--- src/rtl/seq_shift_unit_pkg.sv ---
// Shared definitions for the iterative shifter: FSM state encoding and
// direction/mode constants used by the control logic and the shift step.
package seq_shift_unit_pkg;

    typedef enum logic [1:0] {
        S_IDLE  = 2'b00,
        S_SHIFT = 2'b01,
        S_DONE  = 2'b10
    } state_e;

    localparam logic DIR_LEFT     = 1'b1;
    localparam logic MODE_LOGICAL = 1'b1;

endpackage

--- src/rtl/seq_shift_unit_if.sv ---
// Request/result bundle between the control FSM (master) and the shifter (slave).
interface seq_shift_unit_if #(
    parameter int WIDTH = 32,
    parameter int SHW   = 5
);
    logic             start_i;
    logic [WIDTH-1:0] in_i;
    logic [SHW-1:0]   shamt_i;
    logic             left_i;
    logic             logical_i;
    logic [WIDTH-1:0] out_o;
    logic             busy_o;
    logic             done_o;

    modport master (
        output start_i, in_i, shamt_i, left_i, logical_i,
        input  out_o, busy_o, done_o
    );

    modport slave (
        input  start_i, in_i, shamt_i, left_i, logical_i,
        output out_o, busy_o, done_o
    );
endinterface

--- src/rtl/seq_shift_unit_shift1.sv ---
// Combinational single-position shift: left, logical right or arithmetic right.
module shift1_step
    import seq_shift_unit_pkg::*;
#(
    parameter int WIDTH = 32
) (
    input  logic [WIDTH-1:0] acc_i,
    input  logic             left_i,
    input  logic             logical_i,
    output logic [WIDTH-1:0] res_o
);

    always_comb begin
        if (left_i == DIR_LEFT) begin
            res_o = {acc_i[WIDTH-2:0], 1'b0};
        end else if (logical_i == MODE_LOGICAL) begin
            res_o = {1'b0, acc_i[WIDTH-1:1]};
        end else begin
            res_o = {acc_i[WIDTH-1], acc_i[WIDTH-1:1]};
        end
    end

endmodule

--- src/rtl/seq_shift_unit.sv ---
// Multi-cycle shifter: one bit position per clock, result held in out until
// the next completion; done pulses for one cycle when out becomes valid.
module seq_shift_unit
    import seq_shift_unit_pkg::*;
#(
    parameter int WIDTH = 32,
    parameter int SHW   = 5
) (
    input logic             clk,
    input logic             rst_n,
    seq_shift_unit_if.slave bus
);

    state_e           state_q, state_d;
    logic [WIDTH-1:0] acc_q, acc_d;
    logic [SHW-1:0]   cnt_q, cnt_d;
    logic [WIDTH-1:0] out_q, out_d;
    logic             left_q, left_d;
    logic             logical_q, logical_d;
    logic [WIDTH-1:0] step;

    shift1_step #(.WIDTH(WIDTH)) u_step (
        .acc_i     (acc_q),
        .left_i    (left_q),
        .logical_i (logical_q),
        .res_o     (step)
    );

    always_ff @(posedge clk or negedge rst_n) begin
        if (!rst_n) begin
            state_q   <= S_IDLE;
            acc_q     <= '0;
            cnt_q     <= '0;
            out_q     <= '0;
            left_q    <= 1'b0;
            logical_q <= 1'b0;
        end else begin
            state_q   <= state_d;
            acc_q     <= acc_d;
            cnt_q     <= cnt_d;
            out_q     <= out_d;
            left_q    <= left_d;
            logical_q <= logical_d;
        end
    end

    always_comb begin
        state_d   = state_q;
        acc_d     = acc_q;
        cnt_d     = cnt_q;
        out_d     = out_q;
        left_d    = left_q;
        logical_d = logical_q;
        unique case (state_q)
            S_IDLE: begin
                if (bus.start_i) begin
                    acc_d     = bus.in_i;
                    cnt_d     = bus.shamt_i;
                    left_d    = bus.left_i;
                    logical_d = bus.logical_i;
                    if (bus.shamt_i == '0) begin
                        out_d   = bus.in_i;
                        state_d = S_DONE;
                    end else begin
                        state_d = S_SHIFT;
                    end
                end
            end
            S_SHIFT: begin
                acc_d = step;
                // cnt saturates at zero; a count of 0 or 1 finishes on this edge
                cnt_d = (cnt_q != '0) ? cnt_q - 1'b1 : '0;
                if (cnt_q <= SHW'(1)) begin
                    out_d   = step;
                    state_d = S_DONE;
                end
            end
            S_DONE: begin
                state_d = S_IDLE;
            end
            default: begin
                state_d = S_IDLE;
            end
        endcase
    end

    assign bus.out_o  = out_q;
    assign bus.busy_o = (state_q == S_SHIFT);
    assign bus.done_o = (state_q == S_DONE);

endmodule

--- src/flat_wrapper.sv ---
// flat-port wrapper written by rule: the top's interface ports become plain ports
module seq_shift_unit_flat import seq_shift_unit_pkg::*;
#(
    parameter int WIDTH = 32,
    parameter int SHW   = 5
)
  (clk, rst_n, bus_start_i, bus_in_i, bus_shamt_i, bus_left_i, bus_logical_i, bus_out_o, bus_busy_o, bus_done_o);
  seq_shift_unit_if #(.WIDTH(WIDTH), .SHW(SHW)) bus_i ();
  input logic clk;
  input logic rst_n;
  input wire logic [$bits(bus_i.start_i)-1:0] bus_start_i;
  input wire logic [$bits(bus_i.in_i)-1:0] bus_in_i;
  input wire logic [$bits(bus_i.shamt_i)-1:0] bus_shamt_i;
  input wire logic [$bits(bus_i.left_i)-1:0] bus_left_i;
  input wire logic [$bits(bus_i.logical_i)-1:0] bus_logical_i;
  output wire logic [$bits(bus_i.out_o)-1:0] bus_out_o;
  output wire logic [$bits(bus_i.busy_o)-1:0] bus_busy_o;
  output wire logic [$bits(bus_i.done_o)-1:0] bus_done_o;
  assign bus_i.start_i = bus_start_i;
  assign bus_i.in_i = bus_in_i;
  assign bus_i.shamt_i = bus_shamt_i;
  assign bus_i.left_i = bus_left_i;
  assign bus_i.logical_i = bus_logical_i;
  assign bus_out_o = bus_i.out_o;
  assign bus_busy_o = bus_i.busy_o;
  assign bus_done_o = bus_i.done_o;
  seq_shift_unit #(.WIDTH(WIDTH), .SHW(SHW)) u_core (.clk(clk), .rst_n(rst_n), .bus(bus_i));
endmodule
--- config.mk ---
export PLATFORM = sky130hd
export DESIGN_NAME = seq_shift_unit_flat
export DESIGN_NICKNAME = d
export VERILOG_FILES = /design/src/rtl/seq_shift_unit_pkg.sv /design/src/rtl/seq_shift_unit_if.sv /design/src/rtl/seq_shift_unit_shift1.sv /design/src/rtl/seq_shift_unit.sv /design/src/flat_wrapper.sv
export SDC_FILE = /design/constraint.sdc
export NUM_CORES = 1
export LEC_CHECK = 0
export BUFFER_PORTS_ARGS = -buffer_cell sky130_fd_sc_hd__buf_2
export CAP_MARGIN = 20
export CORE_MARGIN = 5
export CORE_UTILIZATION = 48
export DETAILED_ROUTE_END_ITERATION = 7
export PLACE_DENSITY = 0.74
export SYNTH_ARGS = -nofsm -noshare
export SYNTH_HDL_FRONTEND = slang
export SYNTH_HIERARCHICAL = 1
export SYNTH_SLANG_ARGS = --single-unit
--- constraint.sdc ---
create_clock -name clk -period 1.6 [get_ports clk]
set_input_delay 0.24 -clock clk [delete_from_list [all_inputs] [get_ports clk]]
set_output_delay 0.24 -clock clk [all_outputs]
set_load 0.01 [all_outputs]
==> flow_summary.toml <==
[timing]
period_minus_slack_ns = 1.613
tightest_slew_ns = 0.3408
max_clock_freq_ghz = 0.6198
finClkSkew_ns = 0.01277
fin_ws_ns = -0.01333
hold_violations = 0
setup_tns_ns = -0.1737
relSlewSlack_pct = 77.43
rsz0062_at_grt = "true"
maxSlewViolCount = 0
fin_crit_sh_pct = 100.8
hold-worst-slack_ns = 0.1396
finalSetupViolCount = 18

[finish]
final_cell_mix = "nand2_1, buf_2, dfrtp_1"
drive_gt1_share_pct = 51.26
diodes = 0
multi_input_comb_area_sq_um = 1982
synthToLayoutAreaGrowth_pct = 26.73
fin_util_pct = 61.58
nNetsFinal = 477
register_area_sq_um = 1829
fill_cells = 697
layout_commonest_cell = "nand2_1"
fin_area_sq_um = 4984

[die]
die_height_microns = 100.5
die-area_sq_um = 10100
rows = 33
core_sq_um = 8093
ios = 76
die_w_microns = 100.5
start_util_pct = 48.59

[placed_design]
placed_area_sq_um = 4584
portBuffers = 75
gp_congestion = 0.8026
dpl.hpwl_microns = 5990

[synth]
synth_cells = 335
syn_nets = 380
synth_top_area_share_pct = 46.45
syn_area_sq_um = 3933
synth_warnings = 6
ys_seq_elements = 73
avgSynthCellArea_sq_um = 11.74
synth_sequential_area_ratio_pct = 46.45
synth_area_leaders = "dfrtp_1, mux2_4, mux2_2"
yosysUniqueCellTypes = 26
yosysTopAreaCell = "dfrtp_1"

[global_routing]
track_usage_pct = 17.95
globalRouteOverflowTotal = 0
antenna_found_initial = 0
grt_pass1_wl_microns = 14390
grt_max_degree = 28
grt_pass1_vias = 3039

[clock_network]
ctsLongestPathBuffers = 2
cts_tree = "done"
numCtsBuffers = 9
htreeDepth = 3
path_clk_slew_ns = 0.07
root_buffer = "clkbuf_8"
clock-sinks = 73
clkLatencyLatePin_ns = 0.34

[power_and_ir_drop]
power_uw = 11520
ir_worst_vdd_mv = 1.042
p_leak_uw = 0.002493
switching_share_pct = 35.20
p_per_area_nw_per_um2 = 2311
combPwrFrac_pct = 55.2
clkPwrFrac_pct = 14.7
pwr-share-seq_pct = 30.0
p_sw_uw = 4053
internal_power_uw = 7462

[critical_path]
critPathLaunch = "u_core/cnt_q[2]"
crit_path_max_fanout = 19
startpoint_type = "flip-flop"
r2r-end = "u_core/bus.out_o[3]"
rrSetupSlack_ns = -0.01
crit_type = "flip-flop to flip-flop"
arrival_ns = 1.83
endpoint_kind = "flip-flop"
cp.required_ns = 1.82
timing.rr.start = "u_core/cnt_q[2]"
r2r_cells = 5

[worst_hold_path]
hp-class = "primary input to flip-flop"
hp-start = "bus_logical_i"
hold_path_end = "u_core/logical_q"
min_path_cells = 2

[run_status]
status = "complete, but fails checks"
violations = "setup timing"

[detailed_routing]
vias = 2801
routed_wl_microns = 8527
drc = 0
viasPerCell = 5.168
antenna_left = 0
wl_per_cell_microns = 15.73
first_pass_iters = 4
dr.first_iter.drc_count = 89

[job]
maxCapViolCount = 0
[worst max-delay path: stages (launching register included)]
cell     delay (ns)
dfrtp_1        0.41
nor3_4         0.23
o21ai_2        0.11
o32ai_4        0.19
buf_12         0.24
mux2_4         0.31
[sequential cells by signal (all words and copies together) (netlist names)]
register / cells
u_core/cnt_q: 5
u_core/bus.out_o: 32
u_core/state_q: 2
u_core/logical_q: 1
u_core/acc_q: 32
u_core/left_q: 1
[Yosys cell counts (all sizes together)]
cell     n
a21o     1
a21oi    5
buf     13
clkbuf   6
dfrtp   73
ha       3
inv     11
mux2    89
mux2i    9
nand2   92
nand2b   3
nand3    3
nand3b   1
nor2     4
nor2b    1
nor3     3
nor3b    2
o21ai    7
o21bai   1
o22a     1
o22ai    3
o32ai    1
or3      3
[power by group through the flow]
stage               Combinational (uW)  Clock, uW  Sequential, uW
CTS                               6300       1740            3440
detailed placement                5980          0            3460
finish                            6360       1700            3460
global placement                  5790          0            3430
global route                      6940       1810            3580
floorplan                         4240          0            3530
[per-layer routing]
| layer | GRT usage (%) | vias to the layer above | part of all wire (%) |
|---|---|---|---|
| met2 | 29.71 | 72 | 47 |
| li1 | - | 1332 | - |
| met3 | 4.083 | 11 | 5.9 |
| met1 | 22.90 | 1386 | 45 |
| met5 | 0 | - | 0 |
| met4 | 6.943 | 0 | 1.3 |
[through the flow]
step | setup slack, ns | instances
2_1_floorplan | 0.01133 | 335
3_3_place_gp | -0.1881 | 521
3_5_place_dp | -0.2386 | 521
4_1_cts | -0.03550 | 541
5_1_grt | -0.08551 | 542
6_report | -0.01333 | 542
[cell families after synthesis]
kind of cell,Yosys count,share of synthesized area (%)
AND/OR/NAND/NOR,112,11.61
AO/OA/AOI/OAI,19,3.404
buffers and inverters,30,4.836
multiplexers,98,32.74
adder cells (fa/ha/maj),3,0.9546
flip-flops,73,46.45
[layout make-up]
| type | count | area share [%] |
|---|---|---|
| Multi-Input combinational cell | 232 | 39.77 |
| Sequential cell | 73 | 36.71 |
| Timing Repair Buffer | 105 | 15.16 |
| Clock buffer | 12 | 3.314 |
| Tap cell | 105 | 2.636 |
| Clock inverter | 4 | 1.481 |
| Inverter | 11 | 0.9289 |
[worst max-delay path by stage]
| stage | cells after the start | end |
|---|---|---|
| floorplan | 5 | u_core/bus.out_o[10] |
| global placement | 6 | u_core/bus.out_o[21] |
| detailed placement | 6 | u_core/bus.out_o[24] |
| CTS | 5 | u_core/bus.out_o[24] |
| global route | 5 | u_core/bus.out_o[3] |
| finish | 5 | u_core/bus.out_o[3] |
[timing repair]
action	in CTS	in global routing
cloned	1	0
buffers inserted	2	1
endpoints found under the hold margin	17	0
pin swaps	1	4
hold buffers	1	0
setup endpoints to repair	32	39
gates resized for setup	10	17
No activity file was read; power rests on OpenSTA's default activity.
